$ cat src/rtl/alu_seq_if.sv
// rtl/alu_seq_if.sv - operand/result bus between operand source, alu_seq and result sink
//
// Purpose: groups the input handshake, operands, function select and the
// registered result/flag outputs of alu_seq into one bundle.
// Signals:
//   in_valid  source -> alu   operation presented this cycle
//   in_ready  alu -> source   alu can accept an operation
//   A, B      source -> alu   operands (WIDTH bits)
//   F         source -> alu   3-bit function select
//   Y, Y_hi   alu -> sink     result low / high half
//   out_valid alu -> sink     one-cycle pulse, results updated
//   flag_z/c/v/n alu -> sink  zero, carry/borrow, overflow, negative
// Modports: master = operand source / result sink side, slave = alu_seq.

interface alu_seq_if #(
  parameter int WIDTH = 8
);
  logic             in_valid;
  logic             in_ready;
  logic [WIDTH-1:0] A;
  logic [WIDTH-1:0] B;
  logic [2:0]       F;
  logic [WIDTH-1:0] Y;
  logic [WIDTH-1:0] Y_hi;
  logic             out_valid;
  logic             flag_z;
  logic             flag_c;
  logic             flag_v;
  logic             flag_n;

  modport master (
    output in_valid, A, B, F,
    input  in_ready, Y, Y_hi, out_valid, flag_z, flag_c, flag_v, flag_n
  );

  modport slave (
    input  in_valid, A, B, F,
    output in_ready, Y, Y_hi, out_valid, flag_z, flag_c, flag_v, flag_n
  );
endinterface

$ cat src/rtl/alu_seq.sv
// rtl/alu_seq.sv - registered WIDTH-bit ALU with flags and shift-add multiply
//
// Purpose: single-cycle logic/add/sub/slt ops plus a WIDTH-cycle unsigned
// shift-add multiply on F = 3'b011, behind a valid/ready input handshake.
// Ports:
//   clk    rising-edge clock
//   rst_n  asynchronous active-low reset
//   bus    alu_seq_if.slave: in_valid/in_ready, A, B, F in;
//          Y, Y_hi, out_valid, flag_z/c/v/n out (all registered)

module alu_seq #(
  parameter int WIDTH = 8
) (
  input  logic      clk,
  input  logic      rst_n,
  alu_seq_if.slave  bus
);
  localparam int MSB = WIDTH - 1;
  localparam int CW  = (WIDTH > 2) ? $clog2(WIDTH) : 1;
  localparam logic [CW-1:0] LAST = CW'(WIDTH - 1);

  typedef enum logic [1:0] {IDLE, MUL, DONE} state_t;

  state_t state, state_next;

  logic [WIDTH-1:0]   mcand;
  logic [2*WIDTH-1:0] prod;
  logic [CW-1:0]      cnt;

  logic accept;
  logic last_step;

  assign accept       = bus.in_valid && (state == IDLE);
  assign last_step    = (state == MUL) && (cnt == LAST);
  assign bus.in_ready = (state == IDLE);

  // FSM state register
  always_ff @(posedge clk or negedge rst_n) begin
    if (!rst_n) state <= IDLE;
    else        state <= state_next;
  end

  always_comb begin
    state_next = state;
    case (state)
      IDLE:    if (accept && bus.F == 3'b011) state_next = MUL;
      MUL:     if (cnt == LAST) state_next = DONE;
      DONE:    state_next = IDLE;
      default: state_next = IDLE;
    endcase
  end

  // Single-cycle ALU; add/sub are done one bit wider to expose carry/borrow.
  logic [WIDTH:0]   sum_ext;
  logic [WIDTH:0]   diff_ext;
  logic [WIDTH-1:0] alu_y;
  logic             alu_c;
  logic             alu_v;

  assign sum_ext  = {1'b0, bus.A} + {1'b0, bus.B};
  assign diff_ext = {1'b0, bus.A} - {1'b0, bus.B};

  always_comb begin
    alu_y = '0;
    alu_c = 1'b0;
    alu_v = 1'b0;
    case (bus.F)
      3'b000: alu_y = bus.A & bus.B;
      3'b001: alu_y = bus.A | bus.B;
      3'b010: begin
        alu_y = sum_ext[MSB:0];
        alu_c = sum_ext[WIDTH];
        alu_v = (bus.A[MSB] == bus.B[MSB]) && (sum_ext[MSB] != bus.A[MSB]);
      end
      3'b100: alu_y = bus.A & ~bus.B;
      3'b101: alu_y = bus.A | ~bus.B;
      3'b110: begin
        alu_y = diff_ext[MSB:0];
        alu_c = diff_ext[WIDTH];
        alu_v = (bus.A[MSB] != bus.B[MSB]) && (diff_ext[MSB] != bus.A[MSB]);
      end
      3'b111: begin
        // unsigned A < B is exactly the borrow of A - B
        alu_y = {{(WIDTH-1){1'b0}}, diff_ext[WIDTH]};
        alu_c = diff_ext[WIDTH];
      end
      default: alu_y = '0;
    endcase
  end

  // One shift-add step: prod holds {partial sum, remaining multiplier bits};
  // the add keeps its carry so the shift does not lose the top bit.
  logic [WIDTH:0]     step_sum;
  logic [2*WIDTH-1:0] prod_next;

  assign step_sum  = {1'b0, prod[2*WIDTH-1:WIDTH]} + (prod[0] ? {1'b0, mcand} : '0);
  assign prod_next = {step_sum, prod[WIDTH-1:1]};

  always_ff @(posedge clk or negedge rst_n) begin
    if (!rst_n) begin
      mcand         <= '0;
      prod          <= '0;
      cnt           <= '0;
      bus.Y         <= '0;
      bus.Y_hi      <= '0;
      bus.out_valid <= 1'b0;
      bus.flag_z    <= 1'b0;
      bus.flag_c    <= 1'b0;
      bus.flag_v    <= 1'b0;
      bus.flag_n    <= 1'b0;
    end else begin
      bus.out_valid <= 1'b0;
      if (accept) begin
        if (bus.F == 3'b011) begin
          mcand <= bus.A;
          prod  <= {{WIDTH{1'b0}}, bus.B};
          cnt   <= '0;
        end else begin
          bus.Y         <= alu_y;
          bus.Y_hi      <= '0;
          bus.flag_z    <= (alu_y == '0);
          bus.flag_c    <= alu_c;
          bus.flag_v    <= alu_v;
          bus.flag_n    <= alu_y[MSB];
          bus.out_valid <= 1'b1;
        end
      end
      if (state == MUL) begin
        prod <= prod_next;
        cnt  <= cnt + 1'b1;
      end
      // The final step's product is loaded directly so that DONE presents it.
      if (last_step) begin
        bus.Y         <= prod_next[WIDTH-1:0];
        bus.Y_hi      <= prod_next[2*WIDTH-1:WIDTH];
        bus.flag_z    <= (prod_next == '0);
        bus.flag_c    <= 1'b0;
        bus.flag_v    <= 1'b0;
        bus.flag_n    <= prod_next[2*WIDTH-1];
        bus.out_valid <= 1'b1;
      end
    end
  end
endmodule

$ cat src/flat_wrapper.sv
// flat-port wrapper written by rule: the top's interface ports become plain ports
module alu_seq_flat 
#(
  parameter int WIDTH = 8
)
  (clk, rst_n, bus_in_valid, bus_A, bus_B, bus_F, bus_in_ready, bus_Y, bus_Y_hi, bus_out_valid, bus_flag_z, bus_flag_c, bus_flag_v, bus_flag_n);
  alu_seq_if #(.WIDTH(WIDTH)) bus_i ();
  input  logic clk;
  input  logic rst_n;
  input wire logic [$bits(bus_i.in_valid)-1:0] bus_in_valid;
  input wire logic [$bits(bus_i.A)-1:0] bus_A;
  input wire logic [$bits(bus_i.B)-1:0] bus_B;
  input wire logic [$bits(bus_i.F)-1:0] bus_F;
  output wire logic [$bits(bus_i.in_ready)-1:0] bus_in_ready;
  output wire logic [$bits(bus_i.Y)-1:0] bus_Y;
  output wire logic [$bits(bus_i.Y_hi)-1:0] bus_Y_hi;
  output wire logic [$bits(bus_i.out_valid)-1:0] bus_out_valid;
  output wire logic [$bits(bus_i.flag_z)-1:0] bus_flag_z;
  output wire logic [$bits(bus_i.flag_c)-1:0] bus_flag_c;
  output wire logic [$bits(bus_i.flag_v)-1:0] bus_flag_v;
  output wire logic [$bits(bus_i.flag_n)-1:0] bus_flag_n;
  assign bus_i.in_valid = bus_in_valid;
  assign bus_i.A = bus_A;
  assign bus_i.B = bus_B;
  assign bus_i.F = bus_F;
  assign bus_in_ready = bus_i.in_ready;
  assign bus_Y = bus_i.Y;
  assign bus_Y_hi = bus_i.Y_hi;
  assign bus_out_valid = bus_i.out_valid;
  assign bus_flag_z = bus_i.flag_z;
  assign bus_flag_c = bus_i.flag_c;
  assign bus_flag_v = bus_i.flag_v;
  assign bus_flag_n = bus_i.flag_n;
  alu_seq #(.WIDTH(WIDTH)) u_core (.clk(clk), .rst_n(rst_n), .bus(bus_i));
endmodule
$ cat config.mk
export PLATFORM = sky130hd
export DESIGN_NAME = alu_seq_flat
export DESIGN_NICKNAME = d
export VERILOG_FILES = /design/src/rtl/alu_seq_if.sv /design/src/rtl/alu_seq.sv /design/src/flat_wrapper.sv
export SDC_FILE = /design/constraint.sdc
export NUM_CORES = 1
export LEC_CHECK = 0
export ABC_AREA = 1
export CORE_UTILIZATION = 54
export DETAILED_ROUTE_END_ITERATION = 12
export PLACE_DENSITY = 0.85
export SYNTH_ARGS = -nofsm -noshare
export SYNTH_HDL_FRONTEND = slang
export SYNTH_SLANG_ARGS = --single-unit
$ cat constraint.sdc
create_clock -name clk -period 5.59 [get_ports clk]
set_input_delay 0.559 -clock clk [delete_from_list [all_inputs] [get_ports clk]]
set_output_delay 0.559 -clock clk [all_outputs]
set_load 0.005 [all_outputs]
==> results by group <==
Worst setup path
  – Crit Path Class: input pin to flip-flop
  – Worst Path Buf+Inv: 3
  – CP max FO: 5
  – Required @ worst endpoint: 5.84 ns
  – Crit path launch type: input pin
  – Critical Path Slowest Stage Cell: clkdlybuf4s50_1
  – Arrival time at the worst endpoint: 2.84 ns
  – Most used cell, CP: nand2_1
  – Largest stage delay, worst path: a little under 0.6 ns
  – Kind of end point of the critical path: flip-flop
  – Top delay family on crit path: simple AND/OR/NAND/NOR gates
  – Cells along the critical path: clkdlybuf4s50_1 -> ha_1 -> inv_1 -> fa_1 -> inv_1 -> nand2_1 -> nand2_1 -> nand2_1 -> nand3b_1 -> nand3_1 -> nor2_1 -> nand2_1 -> nor2_1 -> nand3_1 -> a21oi_2

Place
  – GP Congestion: approximately 1.0
  – Placed Instances: 631
  – Place WS: 2.70 ns
  – I/O Buffers: 43
  – HPWL after DPL: 7490 um

STA
  – Crit path time final: 2.60 ns
  – Layout Skew: approximately 0.012 ns
  – Setup violations, final: 0
  – Worst slew pin tran: 1.08 ns
  – Tcrit/Tclk final: 46.4%
  – RSZ-0062 raised after global routing: false
  – Slew margin rel.: 28.0%
  – Max-slew violation count: 0
  – Final TNS setup: 0 ns
  – Final hold viol count: 0
  – Final setup margin: 2.99 ns
  – Maximum clock frequency: 385 MHz

Clock tree
  – Postcts setup bufs: 0
  – CTS Buf Count: 5
  – Clock Tree Root: clkbuf_8
  – Clock-pin slew on the worst setup and hold paths: 0.10 ns
  – Clock Path Buffers: 2
  – CTS tree: built
  – # hold bufs at CTS: 0
  – Clk_lat worst skew: 0.31 ns
  – H-Tree Depth: 2
  – Clk sinks: 50
  – CTS resizes: 0

Synthesis
  – Commonest cells in the netlist: 157 x nand2_1, 69 x inv_1, 50 x dfrtp_1
  – Post-synth top area share: approximately a third
  – Synth Area in Compound Gates: 14.4%
  – Most numerous cell in the Yosys netlist: nand2_1
  – Largest area contributor in the netlist: dfrtp_1
  – Prevailing post-synth register cell: dfrtp_1
  – Post-synth ARST share: between 90% and 100%
  – Largest family of logic cells by synthesized area: simple AND/OR/NAND/NOR gates
  – Mux share of post-synthesis cell area: 0%
  – Cell area after synthesis: 0.00376 mm^2
  – Area contributors post-synth: dfrtp_1 33%, nand2_1 16%, ha_1 8.7%
  – Distinct cells, synth: 39
  – Syn nets: 576
  – Mean post-synth cell area: 7.16 um^2
  – Post-Synth Adder-Cell Area: between 10% and 20%
  – EDFF count, synth: 0
  – XOR/XNOR Fraction of Synth Area: 1.86%
  – Seq/Total Area, Yosys: 33.3%
  – Synthesized-area fraction occupied by and/or/nand/nor cells: between 20 and 30%
  – Mapped Cells: 525
  – Synth warnings: 0
  – #FFs+latches synth: 50

Detailed routing
  – DR top layer: met4
  – Initial DRC Count: 278
  – WL met2: 4610 um
  – Detail Route met3 WL: roughly 580 um
  – DRC Markers: 0
  – Post-DRT Antenna Nets: 0
  – Vias per cell: roughly 5.7
  – Via Count: between 3000 and 4000
  – Routed WL per cell: 15.1 um
  – Post-route met1 wirelength: 4040 um
  – Total Wirelength: 9620 um
  – Drt pass-1 iters: 5

GRT
  – Congestion Overflow GR: 0
  – First-pass GRT wire length: around 16000 um
  – Vias in the first global route: 3389
  – Antenna violations before repair: 0
  – GR Util All Layers: 27.9%
  – Largest net degree at the start of global routing: 51

Floorplan
  – Die Y: approximately 85 um
  – Die Wd: around 85 um
  – Starting density of the core: 55.6%
  – Core area: a little under 0.007 mm^2
  – # rows: 30
  – IO Pins: 44
  – Die area: approximately 0.0073 mm^2

Min path
  – Worst Hold Class: input pin to async pin

Job
  – Max-cap viol count: 0

Finish
  – NumNets Final: a little over 600
  – Layout Utilization: 63.4%
  – Area Overhead vs Synth: 14.0%
  – Final Non-Filler Cells: 639
  – Share of post-route cells with drive strength above 1: under 10%
  – Diodes inserted: 0

Power
  – PD cells: 417 mW/mm^2
  – Peak supply drop: 0.171 mV
  – Lkg Pwr: 0.00222 uW
  – Pwr Total: 1790 uW

Run status
  – Status: finished clean
## power by group
group	switching, uW	internal (uW)
Clock	132	137
Combinational	563	361
Sequential	87.4	507
Total	782	1010
## final timing paths
kind                       cells after the start                    to  slack [ns]                from
max                                           15     u_core.bus.flag_z        2.99            bus_B[0]
min                                            1       u_core.state[0]        0.43               rst_n
max reg2reg                                   16     u_core.bus.flag_z        3.11      u_core.prod[0]
min reg2reg                                    2    u_core.bus.Y_hi[0]        0.49  u_core.bus.Y_hi[0]
max in group asynchronous                      1  u_core.bus.out_valid        4.48               rst_n
min in group clk                               2    u_core.bus.Y_hi[0]        0.49  u_core.bus.Y_hi[0]
## routing by layer
layer  track usage [%]  vias up
met3              3.60       34
met2              46.5      174
li1                  -     1771
met1              35.6     1645
met4              14.2        0
met5                 0        -
## layout make-up
cell class,instances,area (um^2)
timing repair buffer,43,425
inverter,79,304
multi-input combinational,379,2090
clock buffer,5,68.8
fill,603,2470
sequential,50,1250
clock inverter,3,47.5
tap,80,100
## state kept, by name, indices dropped and copies added (netlist names)
register	count
u_core.bus.flag_z	1
u_core.state	2
u_core.bus.flag_v	1
u_core.bus.flag_n	1
u_core.mcand	8
u_core.bus.out_valid	1
u_core.bus.Y	8
u_core.prod	16
u_core.bus.flag_c	1
u_core.cnt	3
u_core.bus.Y_hi	8
## cell families after synthesis
| logic type | after synthesis |
|---|---|
| flops | 50 |
| compound gates | 93 |
| buf+inv | 96 |
| simple gates | 249 |
| xor+xnor | 8 |
| fa+ha+maj | 29 |
## metrics by stage
stage	area, um^2	hold slack (ns)
floorplan	3760	0.263
finish	4290	0.428
CTS	4290	0.483
global placement	4170	0.459
global route	4290	0.523
detailed placement	4170	0.472
## worst reg2reg max path: cells and delay by family (launching register included)
family          cells  cell delay [ns]
compound gates      1             0.12
fa+ha+maj           2             0.59
buf+inv             4             0.32
flops               1             0.51
simple gates        9             0.87
## cell usage in the layout, fill, tap and decap left out, drive strengths merged, types with 3 or more instances in the layout
master | synthesis | final
clkdlybuf4s50 | 0 | 42
ha | 26 | 26
a21oi | 24 | 24
clkbuf | 5 | 5
nor3 | 3 | 3
nand2 | 157 | 157
o21ai | 47 | 47
xor2 | 6 | 6
nand4 | 8 | 8
nor2 | 32 | 32
nand3b | 5 | 5
o211ai | 8 | 8
a22oi | 4 | 4
dfrtp | 50 | 50
nand3 | 41 | 41
inv | 78 | 80
fa | 3 | 3
No activity file was read; power rests on OpenSTA's default activity.
==> RTL edit 1 (same flow settings) <==
Encoding of `state_t`: now one-hot (3 bits for 3 states).
--- a/src/rtl/alu_seq.sv
+++ b/src/rtl/alu_seq.sv
@@ -19,7 +19,7 @@
   localparam int CW  = (WIDTH > 2) ? $clog2(WIDTH) : 1;
   localparam logic [CW-1:0] LAST = CW'(WIDTH - 1);
 
-  typedef enum logic [1:0] {IDLE, MUL, DONE} state_t;
+  typedef enum logic [2:0] {IDLE = 3'b001, MUL = 3'b010, DONE = 3'b100} state_t;
 
   state_t state, state_next;
 
Function: same outputs for any inputs over 4 cycles, from zero or initial values and one cycle with rst_n low; so few cycles prove little.
==> RTL edit 1 against the original RTL <==
Sequential cell count grew 1. Die area down 0.61%. First-iteration DRC count rose by 0.72%. Synthesized area fell by 0.63%. Routed wire length rose by 1.5%. Count of clock-buffer cells in the layout up 1. Via count about the same. Register-to-register slack worse by 0.07 ns. Final area up 0.26%. Critical path type unchanged. Worst setup slack worse by 0.018 ns. Critical endpoint unchanged.
Power is not compared: it rests on default switching activity, and its combinational part moved more than twofold at a synthesized area within 25%.
==> RTL edit 1: results (changes against the original RTL) <==
** Cells and area
- The proportion of cell area occupied by registers came to 29.7% (+0.54 points).
- Count of non-CTS inverters in the layout :: 85 (+7.6%)
- The number of filler cells placed in the layout was 582 (-3.5%).
- Final core occ :: 65.8% (+2.4 points)
- Share of layout cells above drive strength 1 :: 4.62% (-1.6 points)
- Data buffer area share :: 10.3% (+0.32 points)
- Post-layout net count :: 613 (+0.66%)
- The fraction of area in clock buffers and inverters came to 2.56% (-0.15 points).
- Non-clock buffer count :: 45 (+4.7%)
- Multi-input comb cells :: 374 (-1.3%)
- The area occupied by multi-input gates was 2050 um2 (-1.7%).
- The count of clock-net buffers in the final layout came to 6 (+1).

** Global routing
- The wire length of the first global-routing pass was 16600 um (+4.1%).
- The largest net degree at the start of global routing is 52 (+2.0%).
- The number of global-route vias before repair came to 3532 (+4.2%).
- Overall track demand over capacity in global routing :: 29.2% (+1.3 points)

** Place
- Post-detailed-placement half-perimeter wirelength :: 7540 um (+0.73%)
- The cell count after placement came to 632 (+0.16%).
- Routability Congestion :: 0.966 (-5.5%)
- Standard cell area after detailed placement :: 4190 um2 (+0.42%)

** Floorplan
- Die ar. :: 7260 um2 (-0.61%)

** Clock tree
- Clock Sink Count :: 51 (+2.0%)

** Drt
- The detailed-route wire length was 9760 um (+1.5%).
- Violation count after the first detailed-route iteration :: 280 (+0.72%)
- The via density per instance is 5.66 (-0.24%).
- The routed via count is 3621 (-0.083%).

** Synth
- The arithmetic-cell share of the synthesized area counting full adders, half adders and majority gates was 10.3% (+0.065 points).
- Leading cell types by total area after synthesis :: sky130_fd_sc_hd__dfrtp_1 (33%), sky130_fd_sc_hd__nand2_1 (16%), sky130_fd_sc_hd__ha_1 (8.7%)
- Count of different cell masters after synthesis :: 40 (+2.6%)
- Multiplexer share of the synthesized area :: 0% (unchanged)
- Xor-xnor portion of the synthesized cell area :: 1.64% (-0.22 points)
- Seq/Total Area, Yosys :: 34.2% (+0.92 points)
- In the synthesized netlist, the cells that appear most often are sky130_fd_sc_hd__nand2_1 (158), sky130_fd_sc_hd__inv_1 (80), sky130_fd_sc_hd__dfrtp_1 (50).
- Synth Area in Compound Gates :: 14.3% (-0.11 points)

** Setup path
- Arrival time worst endpoint :: 2.85 ns (about the same)
- Longest individual stage delay on the worst path :: 0.64 ns (+0.05 ns)
- Worst Setup SP :: bus_B[1]
- The depth of the worst register-to-register path was 15 (-1).
- The flop-to-flop setup slack came to 3.04 ns (-0.07 ns).

** Status
- Run status :: completed

** Timing
- The clock skew was 0.00875 ns (-0.00364 ns).
- Remaining max-slew budget at the tightest pin :: 50.8% (+23 points)
## RTL edit 1: kinds of logic (layout without fill, tap and decap cells)
kind of cell / after synthesis / in the layout
AO/OA/AOI/OAI: 92 / 92
flip-flops: 51 / 51
buffers and inverters: 100 / 138
adder cells (fa/ha/maj): 29 / 29
AND/OR/NAND/NOR: 246 / 246
XOR/XNOR: 7 / 7
## RTL edit 1: critical path, delay by kind of cell
family	cells	cell delay, ns
simple gates	6	0.68
compound gates	3	0.38
buf+inv	2	0.77
fa+ha+maj	1	0.46
## RTL edit 1: stage by stage
step	setup slack (ns)	hold slack [ns]
6_report	2.98	0.342
3_5_place_dp	2.66	0.461
4_1_cts	2.98	0.377
3_3_place_gp	2.69	0.464
5_1_grt	2.73	0.408
2_1_floorplan	3.45	0.263
## RTL edit 1: metal layers
layer  wire (um)  up-vias  global-route usage [%]
met5           0        -                       0
met4         285        0                    10.8
met3         435       26                    2.92
met2        4660      143                    49.7
met1        4380     1686                    38.7
li1            -     1766                       -
==> RTL edit 2 (same flow settings) <==
Without the edit above. `WIDTH` is set to 8 in 3 places; all go to 4.
--- a/src/rtl/alu_seq_if.sv
+++ b/src/rtl/alu_seq_if.sv
@@ -13,7 +13,7 @@
 // Modports: master = operand source / result sink side, slave = alu_seq.
 
 interface alu_seq_if #(
-  parameter int WIDTH = 8
+  parameter int WIDTH = 4
 );
   logic             in_valid;
   logic             in_ready;
--- a/src/rtl/alu_seq.sv
+++ b/src/rtl/alu_seq.sv
@@ -9,7 +9,7 @@
 //          Y, Y_hi, out_valid, flag_z/c/v/n out (all registered)
 
 module alu_seq #(
-  parameter int WIDTH = 8
+  parameter int WIDTH = 4
 ) (
   input  logic      clk,
   input  logic      rst_n,
--- a/src/flat_wrapper.sv
+++ b/src/flat_wrapper.sv
@@ -1,7 +1,7 @@
 // flat-port wrapper written by rule: the top's interface ports become plain ports
 module alu_seq_flat 
 #(
-  parameter int WIDTH = 8
+  parameter int WIDTH = 4
 )
   (clk, rst_n, bus_in_valid, bus_A, bus_B, bus_F, bus_in_ready, bus_Y, bus_Y_hi, bus_out_valid, bus_flag_z, bus_flag_c, bus_flag_v, bus_flag_n);
   alu_seq_if #(.WIDTH(WIDTH)) bus_i ();
Interface: changed (resized bus_A, bus_B, bus_Y and bus_Y_hi); port bits go from 44 to 28. No check against the original RTL was run, so the function may have changed too.
==> RTL edit 2 against the original RTL <==
Maximum frequency up 16%. Largest power group unchanged. Count of clock-buffer cells in the layout rose by 2. Worst setup slack better by 0.36 ns. Clock skew down 0.0042 ns. Routed wire length is 56% lower. First-iteration DRC count is 49% lower. Power decreased by 49%. Sequential share of layout area grew 2.2 points. Final area decreased by 46%. Sequential cell count shrank 21. Critical path depth is 5 lower. Via count decreased by 52%. Synthesized area shrank 48%. Highest routed layer unchanged.
==> RTL edit 2: results (changes against the original RTL) <==
** Status
- The flow ran to the end, and the final reports show no timing, DRC or antenna violations.

** Synth
- Leading cell types by total area after synthesis :: sky130_fd_sc_hd__dfrtp_1 (37%), sky130_fd_sc_hd__nand2_1 (11%), sky130_fd_sc_hd__ha_1 (8.3%)
- The sequential cell area fraction in the yosys report came to 36.9% (+3.6 points).
- Count of different cell masters after synthesis :: 35 (-10%)
- Synthesized netlist net count :: 282 (-51%)
- Sorting the synthesized cells by how often they occur yields sky130_fd_sc_hd__nand2_1 (59), sky130_fd_sc_hd__inv_1 (30), sky130_fd_sc_hd__dfrtp_1 (29).

** Setup path
- Reg2Reg Setup Slack :: 3.62 ns (+0.51 ns)
- The arrival time at the worst endpoint is 2.49 ns (-0.35 ns).
- Longest individual stage delay on the worst path :: 0.54 ns (-0.05 ns)
- The depth of the worst register-to-register path came to 11 (-5).

** Power
- The worst ir drop on vdd came to 123 uV (-28%).
- Static Leakage :: 1.17 nW (-47%)

** Place
- The total of buffers placed on input and output ports is 27 (-37%).
- The post-placement setup slack was 3.02 ns (+0.321 ns).
- The cell area after placement came to 2260 um2 (-46%).
- Routability Congestion :: 0.922 (-9.9%)
- The final HPWL from detailed placement is 3380 um (-55%).

** Clock tree
- Clock transition at the registers of the reported paths :: 0.08 ns (-0.02 ns)
- The number of hold-repair buffers added at the cts stage was 0 (unchanged).
- CTS root buf :: sky130_fd_sc_hd__clkbuf_4
- The later-pin clock latency in the skew report came to 0.33 ns (+0.02 ns).

** Global routing
- Wire length of the first global-routing pass :: 7770 um (-51%)
- The number of global-route vias before repair is 1744 (-49%).
- Pin count of the biggest net entering global routing :: 30 (-41%)
- The aggregate global-route resource usage is 25.4% (-2.5 points).

** Timing
- The clock skew was 0.00819 ns (-0.00420 ns).
- Remaining max-slew budget at the tightest pin :: 72.5% (+45 points)
- Post-layout min period :: 2.24 ns (-0.355 ns)
- The worst hold slack was 0.488 ns (+0.0604 ns).

** Drt
- Detailed-route wire length per cell :: 13.0 um (-14%)
- Vias per inst :: 5.30 (-6.6%)
- The detailed-routing iteration count for the pre-antenna-repair pass came to 4 (-1).
- Violation count after the first detailed-route iteration :: 141 (-49%)

** Cells and area
- Flip-flop count of the largest register after layout :: 8 (-8)
- The number of nets in the layout came to 313 (-49%).
- Share of layout cells above drive strength 1 :: 9.89% (+3.6 points)

** Min path
- In this run the worst hold path is classified as reg2reg.
- Hold Path End :: u_core.bus.flag_v
RTL edit 2: changes by cell type after synthesis, moves of 7 or more:
cell,change
sky130_fd_sc_hd__nand2_1,-98
sky130_fd_sc_hd__inv_1,-39
sky130_fd_sc_hd__nand3_1,-25
sky130_fd_sc_hd__dfrtp_1,-21
sky130_fd_sc_hd__o21ai_1,-17
sky130_fd_sc_hd__ha_1,-13
sky130_fd_sc_hd__a21oi_1,-11
sky130_fd_sc_hd__nand4_1,-7
RTL edit 2: routing by layer:
metal / wire length, um / track usage, %
met1: 1900 / 31.1
met2: 2110 / 43.1
met3: 180 / 5.66
met4: 85 / 10.8
met5: 0 / 0
RTL edit 2: cell families (layout without fill, tap and decap cells):
family          Yosys count  in the layout  share of synthesized area (%)
buf+inv                  41             72                           9.60
simple gates            115            115                           26.8
xor+xnor                  4              4                           1.78
flops                    29             29                           36.9
fa+ha+maj                16             16                           11.3
compound gates           47             47                           13.7
RTL edit 2: metrics by stage:
stage / power, mW / utilization, % / std cells
final: 0.903 / 67.7 / 329
after detailed placement: 0.775 / 66.1 / 322
after global placement: 0.762 / 66.1 / 322
after global routing: 0.979 / 67.7 / 329
after CTS: 0.904 / 67.7 / 329
after floorplan: 0.617 / - / 252
RTL edit 2: cell type report:
type / count / area [um2]
multi-input cells: 182 / 1050
fillers: 274 / 1100
clock buffers: 7 / 55.1
repair buffers: 28 / 278
well taps: 46 / 57.6
flip-flops and latches: 29 / 726
inverters: 37 / 144
RTL edit 2: where the power goes:
group	leakage, nW	internal (mW)	total (mW)	switching, mW
Combinational	0.770	0.186	0.430	0.244
Clock	0.0314	0.0592	0.127	0.0675
Sequential	0.371	0.290	0.346	0.0566
Total	1.17	0.535	0.903	0.368
